## config.mk

```make
export PLATFORM = sky130hd
export DESIGN_NAME = cordic_phase_gen
export DESIGN_NICKNAME = d
export VERILOG_FILES = /design/src/rtl/cordic_pkg.sv /design/src/rtl/valid_delay_line.sv /design/src/rtl/cordic_phase_gen.sv
export SDC_FILE = /design/constraint.sdc
export NUM_CORES = 1
export LEC_CHECK = 0
export ABC_AREA = 1
export CAP_MARGIN = 20
export CORE_ASPECT_RATIO = 1.75
export CORE_UTILIZATION = 53
export DETAILED_ROUTE_END_ITERATION = 10
export PLACE_DENSITY = 0.84
export RECOVER_POWER = 25
export REMOVE_ABC_BUFFERS = 1
export SLEW_MARGIN = 25
export SYNTH_ARGS = -nofsm -noshare
export SYNTH_HDL_FRONTEND = slang
export SYNTH_SLANG_ARGS = --single-unit
```

## constraint.sdc

```tcl
create_clock -name clk -period 2.2 [get_ports clk]
set_input_delay 0.22 -clock clk [delete_from_list [all_inputs] [get_ports clk]]
set_output_delay 0.22 -clock clk [all_outputs]
set_load 0.05 [all_outputs]
```

## src/rtl/cordic_pkg.sv

```systemverilog
// Shared constants, state encoding and config record for the cordic rotator and its phase front end.
// No logic of its own; no latency or backpressure.
// Amplitude clamp keeps the rotator gain (~1.647) from overflowing AMP_W.
package cordic_pkg;

    localparam int PHASE_W    = 32;
    localparam int AMP_W      = 16;
    localparam int AMP_MAX    = 19429;
    localparam int CORDIC_LAT = 16;

    typedef enum logic [1:0] {
        IDLE = 2'd0,
        RUN  = 2'd1,
        PEND = 2'd2
    } state_t;

    typedef struct packed {
        logic [PHASE_W-1:0] fcw;
        logic [PHASE_W-1:0] sweep;
        logic [PHASE_W-1:0] poff;
        logic [AMP_W-1:0]   amp;
    } cfg_t;

    function automatic logic [AMP_W-1:0] clamp_amp(input logic [AMP_W-1:0] a);
        return (a > AMP_W'(AMP_MAX)) ? AMP_W'(AMP_MAX) : a;
    endfunction

endpackage

```

## src/rtl/valid_delay_line.sv

```systemverilog
// Fixed-depth valid shift register aligning sample valids with the rotator output.
// Latency: DEPTH clocks. No backpressure; shifts every clock.
// Async active-low clear empties the pipe.
module valid_delay_line #(
    parameter int DEPTH = 16
) (
    input  logic clk,
    input  logic rst_n,
    input  logic d,
    output logic q
);

    logic [DEPTH-1:0] pipe;

    always_ff @(posedge clk or negedge rst_n) begin
        if (!rst_n) begin
            pipe <= '0;
        end else begin
            pipe <= {pipe[DEPTH-2:0], d};
        end
    end

    assign q = pipe[DEPTH-1];

endmodule

```

## src/rtl/cordic_phase_gen.sv

```systemverilog
// Phase accumulator with fcw/sweep/offset feeding the cordic angle/xin/yin inputs.
// Latency: angle one clock after the sampling edge; cordic_valid CORDIC_LAT clocks later.
// Backpressure: cfg_ready low while a shadow config waits for the next accumulator wrap.
module cordic_phase_gen
    import cordic_pkg::*;
(
    input  logic               clk,
    input  logic               rst_n,
    input  logic               enable,
    input  logic               cfg_valid,
    output logic               cfg_ready,
    input  logic [PHASE_W-1:0] cfg_fcw,
    input  logic [PHASE_W-1:0] cfg_sweep,
    input  logic [PHASE_W-1:0] cfg_poff,
    input  logic [AMP_W-1:0]   cfg_amp,
    output logic [PHASE_W-1:0] angle,
    output logic [AMP_W-1:0]   xin,
    output logic [AMP_W-1:0]   yin,
    output logic               angle_valid,
    output logic               wrap,
    output logic               cordic_valid
);

    state_t             state, state_nxt;
    cfg_t               act, shd, cfg_in;
    logic [PHASE_W-1:0] acc;
    logic [PHASE_W:0]   acc_sum;
    logic               carry_q;
    logic               cfg_xfer;
    logic               step;

    assign cfg_ready = (state != PEND);
    assign cfg_xfer  = cfg_valid && cfg_ready;
    assign step      = (state != IDLE) && enable;
    assign acc_sum   = {1'b0, acc} + {1'b0, act.fcw};
    assign cfg_in    = '{fcw: cfg_fcw, sweep: cfg_sweep, poff: cfg_poff, amp: clamp_amp(cfg_amp)};
    assign yin       = '0;

    always_comb begin
        state_nxt = state;
        case (state)
            IDLE: if (enable) state_nxt = RUN;
            RUN: begin
                if (!enable)       state_nxt = IDLE;
                else if (cfg_xfer) state_nxt = PEND;
            end
            PEND: begin
                if (!enable)                state_nxt = IDLE;
                else if (acc_sum[PHASE_W]) state_nxt = RUN;
            end
            default: state_nxt = IDLE;
        endcase
    end

    always_ff @(posedge clk or negedge rst_n) begin
        if (!rst_n) begin
            state <= IDLE;
        end else begin
            state <= state_nxt;
        end
    end

    always_ff @(posedge clk or negedge rst_n) begin
        if (!rst_n) begin
            act         <= '0;
            shd         <= '0;
            acc         <= '0;
            carry_q     <= 1'b0;
            angle       <= '0;
            xin         <= '0;
            wrap        <= 1'b0;
            angle_valid <= 1'b0;
        end else begin
            angle_valid <= step;
            if (step) begin
                angle   <= acc + act.poff;
                acc     <= acc_sum[PHASE_W-1:0];
                carry_q <= acc_sum[PHASE_W];
                wrap    <= carry_q;
                xin     <= act.amp;
                act.fcw <= act.fcw + act.sweep;
            end else begin
                wrap <= 1'b0;
            end

            // Config writes come last so a shadow copy overrides the fcw sweep update.
            case (state)
                IDLE: begin
                    if (cfg_xfer) begin
                        act     <= cfg_in;
                        acc     <= '0;
                        carry_q <= 1'b0;
                    end
                end
                RUN: begin
                    if (cfg_xfer) begin
                        if (enable) shd <= cfg_in;
                        else        act <= cfg_in;
                    end
                end
                PEND: begin
                    if (!enable || acc_sum[PHASE_W]) act <= shd;
                end
                default: ;
            endcase
        end
    end

    valid_delay_line #(.DEPTH(CORDIC_LAT)) u_vld_dly (
        .clk   (clk),
        .rst_n (rst_n),
        .d     (angle_valid),
        .q     (cordic_valid)
    );

endmodule

```

==> results.md, run 1 <==
- Worst skew pair latency: 560 ps
- Area Growth Syn to Fin: 43.48%
- Worst reg2reg endpoint: act[86]
- Final cycle utilization of the critical path: 114.5%
- Max-Slew Margin vs Limit: -2.069%
- Root buffer cell: clkbuf_16
- Layout cells sized above 1: 27.16%
- I/O Buffers: roughly 170
- # fillers: 2456
- Synth warn: 0
- Drt pass-1 iters: 6
- I/O pins: 184
- Setup_tns: -29550 ps
- DIE HEIGHT: 259.9 um
- Routed Antenna Nets: 0
- Post-Synth Adder-Cell Area: under 10%
- Worst Slack Setup Final: -318.2 ps
- Worst EP arrival: 2930 ps
- Library cells used by synthesis: 51
- DR top layer: met4
- Commonest non-fill, non-tap cell in the layout: nand2_1
- P_leak: 14.75 nW
- Synth Area in Simple Gates: 33.66%
- Met3 Wirelength: around 5.0 mm
- Critical path class: reg -> reg
- GR Util All Layers: 38.06%
- WL met1: 25.27 mm
- DR vias/cell: roughly 5.8
- Register area share after synthesis: roughly two fifths
- Startpoint types: flip-flop
- Core Area: 37520 um^2
- CTS buffer count: 34
- Post-layout util: between 70 and 80%
- Synth area leader: dfrtp_1
- Max Slew Vio Count: 57
- RSZ-0062 raised after global routing: true
- CP required: 2610 ps
- Global-route wire length before repair: around 110 mm
- TritonCTS Sinks: 325
- Via count: approximately 22000
- Violated checks: max-capacitance violations, max-slew violations, negative setup slack
- Clock Path Buffers: 3
- Worst-path clk slew: 70 ps
- Max Cap Viol: 1
- DR WL met2: approximately 40 mm
- Vias in the first global route: 22648
- DIE AREA: 38820 um^2
- Mapped Area: between 20000 and 25000 um^2
- Yosys top cell area share: 40.38%
- Worst-path fanout max: 7
- R2r setup slk: -320 ps
- # rows: 94
- Pwr dens: roughly 1500 nW/um^2
- Layout Nets: around 3600
- Die Wd: 149.4 um
- Syn avg cell area: around 7.0 um^2
- CTS tree: done
- Main combinational cell family by area after synthesis: simple AND/OR/NAND/NOR gates
- Endpoints failing hold: 0
- Synth Flop Type: dfrtp_1
- Most frequent cells in the layout: nand2_1 (995), buf_4 (308), dfrtp_1 (302)
- Initial Utilization: 53.68%
- Worst min path class: in -> reg
- Worst vdd ir: 0.001060 V
- DRT iter0 DRCs: roughly 1900
- Worst Tran Pin Value: around 1500 ps
- Status: finished with violations
- Synth Area in XOR/XNOR: between 1 and 1.5%
- Routed WL per cell: 20.17 um
- Final min period: around 2500 ps
- GP Congestion: a little under 1
- FFs w/ async S/R, synth: between 90% and 100%
- Cells after Synth: 2874
- EDFF count, synth: 0
- Largest net degree at the start of global routing: 83
- Total wire length: 77.94 mm
- Mux cell area share after synthesis: 0.04970%
- Yosys reg bits: 325
- Grt ovf: 0
- DRC viols: 0
- Critical R2R Launch: acc[0]
- Depth of the worst register-to-register path: 18
- H-tree Lvls: 2
- Synth area leaders: dfrtp_1 (40%), nand2_1 (21%), ha_1 (5.8%), inv_1 (5.4%), nand3_1 (5.1%)
- Ant diodes: 0
- Crit. End Element: flip-flop
- Critical Path Start: acc[0]
- FMAX: around 400 MHz
- Clock skew: between 30 and 40 ps
- Detailed placement HPWL: approximately 50 mm
- # setup viols final: ~140
- Complex-gate fraction of the synthesized area: under 10%
- Antenna violations before repair: 0
- Critical Path Sink: act[86]
==> repair_timing <==
action / in CTS / in global routing
setup endpoints to repair: 148 / 156
cloned: 16 / 4
endpoints found under the hold margin: 49 / 0
hold buffers: 1 / 0
setup buffers: 44 / 14
gates resized for setup: 358 / 266
pin swaps: 32 / 60
==> layout make-up <==
| type | instances | area [um^2] | area share (%) |
|---|---|---|---|
| multi-input combinational | 2159 | 12580 | 43.54 |
| sequential | 325 | 8162 | 28.24 |
| timing repair buffer | 540 | 5240 | 18.13 |
| inverter | 299 | 1149 | 3.975 |
| clock buffer | 40 | 904.6 | 3.130 |
| tap | 480 | 600.6 | 2.078 |
| clock inverter | 21 | 260.3 | 0.9006 |
==> sequential cells by signal, summed over array words and instances (netlist names) <==
name / count
wrap: 1
angle_valid: 1
state: 2
carry_q: 1
u_vld_dly.pipe: 16
act: 112
acc: 32
shd: 112
xin: 16
angle: 32
==> critical path: stages (launching register included) <==
cell,delay (ps)
dfrtp_1,380
ha_2,190
inv_2,50
fa_2,360
inv_2,80
nand2_2,60
nand2_2,100
nand3_2,80
nand2_2,100
nand2_2,70
nand2_4,70
nand2_4,50
buf_4,150
nand4_4,90
nand2_4,100
buf_6,150
buf_6,130
nand2_1,50
nand4_1,110
==> synthesized netlist by cell type, types with 2 or more instances <==
cell type,number
nor2_1,176
a21o_1,7
nand3_1,207
or2_2,25
clkbuf_1,28
nand3b_1,9
nor2_2,3
inv_1,289
o21bai_1,15
nor3_1,22
buf_2,50
buf_4,19
xnor2_1,22
buf_6,9
nand2_4,2
inv_2,8
ha_1,94
and3_1,2
a31oi_1,8
fa_1,3
a31o_2,3
a21oi_1,140
nand2_1,1141
nor4_1,9
xor2_1,10
dfrtp_1,325
nand2_2,6
and2_1,2
nor2_4,3
o21ai_0,165
o21a_1,3
o22ai_1,10
o21ai_1,8
o211ai_1,2
nand4_1,33
==> worst min path at each step <==
| stage | from | to | slack [ps] | depth (start not counted) |
|---|---|---|---|---|
| global route | cfg_poff[10] | shd[26] | 240 | 3 |
| detailed placement | rst_n | act[1] | 190 | 1 |
| finish | cfg_sweep[15] | shd[63] | 230 | 3 |
| global placement | rst_n | act[15] | 190 | 1 |
| floorplan | rst_n | acc[0] | -80 | 0 |
| CTS | rst_n | shd[21] | 210 | 2 |
==> per-stage QoR <==
stage | instances | setup slack, ps | hold WS [ps] | power (mW) | area (um^2)
6_report | 3864 | -318.2 | 230.3 | 43.98 | 28900
5_1_grt | 3864 | -413.1 | 239.8 | 46.49 | 28900
4_1_cts | 3849 | -205.8 | 211.2 | 40.72 | 27670
3_5_place_dp | 3729 | -326.3 | 186.8 | 31.98 | 24410
3_3_place_gp | 3729 | -324.7 | 189.1 | 31.38 | 24410
2_1_floorplan | 2783 | -5325 | -75.59 | 22.31 | 19600
==> metal layers <==
metal	global-route usage, %	vias to the layer above
met5	0	-
met1	37.88	10607
met2	70.15	1259
li1	-	10137
met3	4.456	468
met4	30.47	0
==> kinds of logic (layout without fill, tap and decap cells) <==
kind of cell / after synthesis / after routing
other cells: 1 / 16
compound gates: 368 / 368
simple gates: 1645 / 1645
fa+ha+maj: 97 / 97
buf+inv: 405 / 900
xor+xnor: 32 / 32
mux: 1 / 1
flops: 325 / 325
==> where the power goes <==
group,internal (mW),switching (mW)
logic,11.8,15.5
clock network,3.47,2.68
registers,8.22,2.25
Power figures use the tool's default switching activity.
==> run 2, diff against run 1 <==
--- a/config.mk
+++ b/config.mk
@@ -6,14 +6,16 @@
 export NUM_CORES = 1
 export LEC_CHECK = 0
 export ABC_AREA = 1
+export ABC_CLOCK_PERIOD_IN_PS = 2200
 export CAP_MARGIN = 20
 export CORE_ASPECT_RATIO = 1.75
-export CORE_UTILIZATION = 53
+export CORE_UTILIZATION = 54
 export DETAILED_ROUTE_END_ITERATION = 10
-export PLACE_DENSITY = 0.84
+export PLACE_DENSITY = 0.85
 export RECOVER_POWER = 25
 export REMOVE_ABC_BUFFERS = 1
 export SLEW_MARGIN = 25
 export SYNTH_ARGS = -nofsm -noshare
 export SYNTH_HDL_FRONTEND = slang
+export SYNTH_HIERARCHICAL = 1
 export SYNTH_SLANG_ARGS = --single-unit
==> results.md, run 2 <==
- Max Slew Vio Count: 0 (-100%)
- Antenna violations before repair: 0 (unchanged)
- Global-route wire length before repair: 111.1 mm (-2.1%)
- GP Congestion: 0.9708 (-2.3%)
- Clock Path Buffers: 3 (unchanged)
- Routed Antenna Nets: 0 (unchanged)
- Total wire length: 76.91 mm (-1.3%)
- Mapped Area: 21580 um^2 (+7.1%)
- Multi-input gate area: 12480 um^2 (-0.81%)
- Layout cells sized above 1: 22.47% (-4.7 points)
- Synth warn: 6 (+6)
- Commonest non-fill, non-tap cell in the layout: nand2_1
- Drt pass-1 iters: 6 (unchanged)
- Worst Tran Pin Value: 1058 ps (-472.6 ps)
- Final non-filler cell area: 29060 um^2 (+0.55%)
- Max-Slew Margin vs Limit: 29.44% (+32 points)
- Worst vdd ir: 0.001004 V (-5.3%)
- Post-Synth Adder-Cell Area: 5.729% (-0.41 points)
- CTS buffer count: 30 (-12%)
- Complex-gate fraction of the synthesized area: 11.38% (+1.6 points)
- DR vias/cell: 5.601 (-3.7%)
- Worst min path class: in -> reg
- # setup viols final: 132 (-2.9%)
- Critical R2R Launch: acc[0]
- DIE AREA: 40790 um^2 (+5.1%)
- Place WS: -364.7 ps (-38.39 ps)
- FMAX: 392.0 MHz (-1.3%)
- Clock skew: 39.29 ps (+5.133 ps)
- Critical Path Start: acc[0]
- Synth Area in XOR/XNOR: 1.218% (-0.17 points)
- FFs w/ async S/R, synth: 100.0% (unchanged)
- Routed WL per cell: 18.84 um (-6.6%)
- RSZ-0062 raised after global routing: true
- Die Wd: 153.1 um (+2.5%)
- Core Area: 39280 um^2 (+4.7%)
- Main combinational cell family by area after synthesis: simple AND/OR/NAND/NOR gates
- CTS tree: done
- Synth area leader: dfrtp_1
- Mux cell area share after synthesis: 0% (-0.050 points)
- H-tree Lvls: 1 (-1)
- Max Cap Viol: 0 (-1)
- I/O pins: 184 (unchanged)
- DIE HEIGHT: 266.4 um (+2.5%)
- Yosys reg bits: 325 (unchanged)
- Via count: 22864 (+1.7%)
- Dominant cell by count in the synthesized netlist: nand2_1
- Flop pwr share: 23.1% (-0.7 points)
- DRC viols: 0 (unchanged)
- Pwr dens: 1525 nW/um^2 (+0.22%)
- Worst path cell trace: ha_2 -> inv_2 -> fa_2 -> inv_2 -> nand2_2 -> nand2_2 -> nand3_2 -> nand2_2 -> nand2_2 -> nand2_4 -> nand2_4 -> buf_6 -> nand4_4 -> buf_6 -> buf_16 -> nand3_1 -> nand2_1 -> nand2_1
- Commonest cells post-synth: nand2_1 (1041), inv_1 (491), dfrtp_1 (325)
- Combinational power share: 63.7% (+1.5 points)
- Worst Slack Setup Final: -350.7 ps (-32.49 ps)
- Crit. End Element: flip-flop
- Clock share of power: 13.2% (-0.8 points)
- Yosys top cell area share: 37.69% (-2.7 points)
- Final cycle utilization of the critical path: 115.9% (+1.5 points)
- Worst path slowest cell: dfrtp_1
- Crit-path most repeated cell: nand2_2
- EDFF count, synth: 0 (unchanged)
- Ant diodes: 0 (unchanged)
- # rows: 96 (+2.1%)
- GR Util All Layers: 34.81% (-3.3 points)
- Endpoints failing hold: 0 (unchanged)
- Flip-flop and latch area: 8149 um^2 (-0.15%)
- Worst-path fanout max: 7 (unchanged)
- Grt ovf: 0 (unchanged)
- Detailed placement HPWL: 49.99 mm (-0.61%)
- Largest regs: act (112), shd (112)
- Synth area leaders: dfrtp_1 (38%), nand2_1 (18%), inv_1 (8.5%), ha_1 (5.5%), o21ai_0 (4.5%)
- Status: finished with violations
- Violated checks: negative setup slack
- Initial Utilization: 54.94% (+1.3 points)
- Library cells used by synthesis: 49 (-3.9%)
- DP Area: 25700 um^2 (+5.3%)
- TritonCTS Sinks: 325 (unchanged)
- Area Growth Syn to Fin: 34.65%
- Cells after Synth: 3130 (+8.9%)
- Sw frac: 46.81% (+0.26 points)
- Worst-path clk slew: 70 ps (about the same)
- Worst skew pair latency: 630 ps (+70 ps)
- Syn avg cell area: 6.894 um^2 (-1.6%)
- P_leak: 14.96 nW (+1.4%)
- Register area share after synthesis: 37.69% (-2.7 points)
- Synth Area in Simple Gates: 31.90% (-1.8 points)
- Root buffer cell: clkbuf_16
- Max incr delay on CP: 360 ps (-20 ps)
- I/O Buffers: 167 (unchanged)
- Layout Nets: 3784 (+5.9%)
- # fillers: 2713 (+10%)
- Synth Flop Type: dfrtp_1
- Worst EP arrival: 3060 ps (+130 ps)
- CP required: 2710 ps (+100 ps)
- Largest net degree at the start of global routing: 110 (+33%)
- Critical path class: reg -> reg
- Switch Pwr: 20.74 mW (+1.3%)
- Min-delay src: cfg_sweep[3]
- DRT iter0 DRCs: 1761 (-7.9%)
- Int Power: 23.57 mW (+0.27%)
- Final min period: 2551 ps (+32.49 ps)
- Vias in the first global route: 22388 (-1.1%)
- Most frequent cells in the layout: nand2_1 (974), inv_1 (479), dfrtp_1 (312)
- Startpoint types: flip-flop
## run 2: layout make-up
cell class,instances,area share [%]
multi-input combinational,2200,42.95
sequential,325,28.05
timing repair buffer,512,16.64
inverter,502,6.528
clock buffer,40,2.920
tap,490,2.110
clock inverter,13,0.7967
## run 2: final timing paths
kind / to / slack, ps / cells after the start
worst max-delay path: act[93] / -350 / 18
max in group asynchronous: angle[31] / 300 / 3
worst min register to register: u_vld_dly/pipe[15] / 350 / 0
worst max register to register: act[93] / -350 / 18
min in group asynchronous: act[14] / 320 / 2
worst min-delay path: shd[51] / 170 / 3
## run 2: logic make-up (layout without fill, tap and decap cells)
group | count (synthesis) | in the layout
and+or+nand+nor | 1591 | 1591
adders and majority gates | 97 | 97
AOI/OAI and AO/OA | 466 | 466
other | 1 | 16
xor gates and xnor gates | 30 | 30
buffers and inverters | 620 | 1067
DFF | 325 | 325
## run 2: critical path, delay by kind of cell (launching register included)
kind | cells | cell delay [ps]
simple gates | 11 | 930
buf+inv | 5 | 580
flops | 1 | 360
fa+ha+maj | 2 | 580
## run 2: stage by stage
step / util (%) / total power [mW] / hold WS [ps] / std cells / setup TNS [ps]
6_report: 73.97 / 44.31 / 172.7 / 4082 / -30100
5_1_grt: 73.97 / 46.92 / 201.9 / 4082 / -41740
4_1_cts: 70.12 / 40.06 / 87.33 / 4056 / -24280
3_5_place_dp: 65.42 / 32.77 / 133.8 / 3977 / -35960
3_3_place_gp: 65.42 / 32.27 / 133.5 / 3977 / -23980
2_1_floorplan: - / 23.06 / -75.59 / 3027 / -497540
## run 2: metal layers
layer	up-vias	global-route usage [%]	routed length (um)
li1	10675	-	-
met5	-	0	0
met2	1103	64.93	39200
met1	10634	34.33	25490
met3	452	4.205	4815
met4	0	28.64	7409
## run 2: power by group through the flow
stage	registers, mW	clock network, mW	logic [mW]
floorplan	10.8	0	12.3
global placement	9.82	0	22.5
detailed placement	9.90	0	22.9
CTS	9.90	5.86	24.3
global route	10.4	6.09	30.4
finish	10.2	5.84	28.2
## run 2: what timing repair did
action                                  4_1_cts  5_1_grt
gates resized for setup                     102      307
setup buffers                                18       22
hold buffers                                  1        0
endpoints found under the setup margin      143      156
cloned                                        7        9
hold endpoints to repair                    325        0
pin swaps                                    12       75
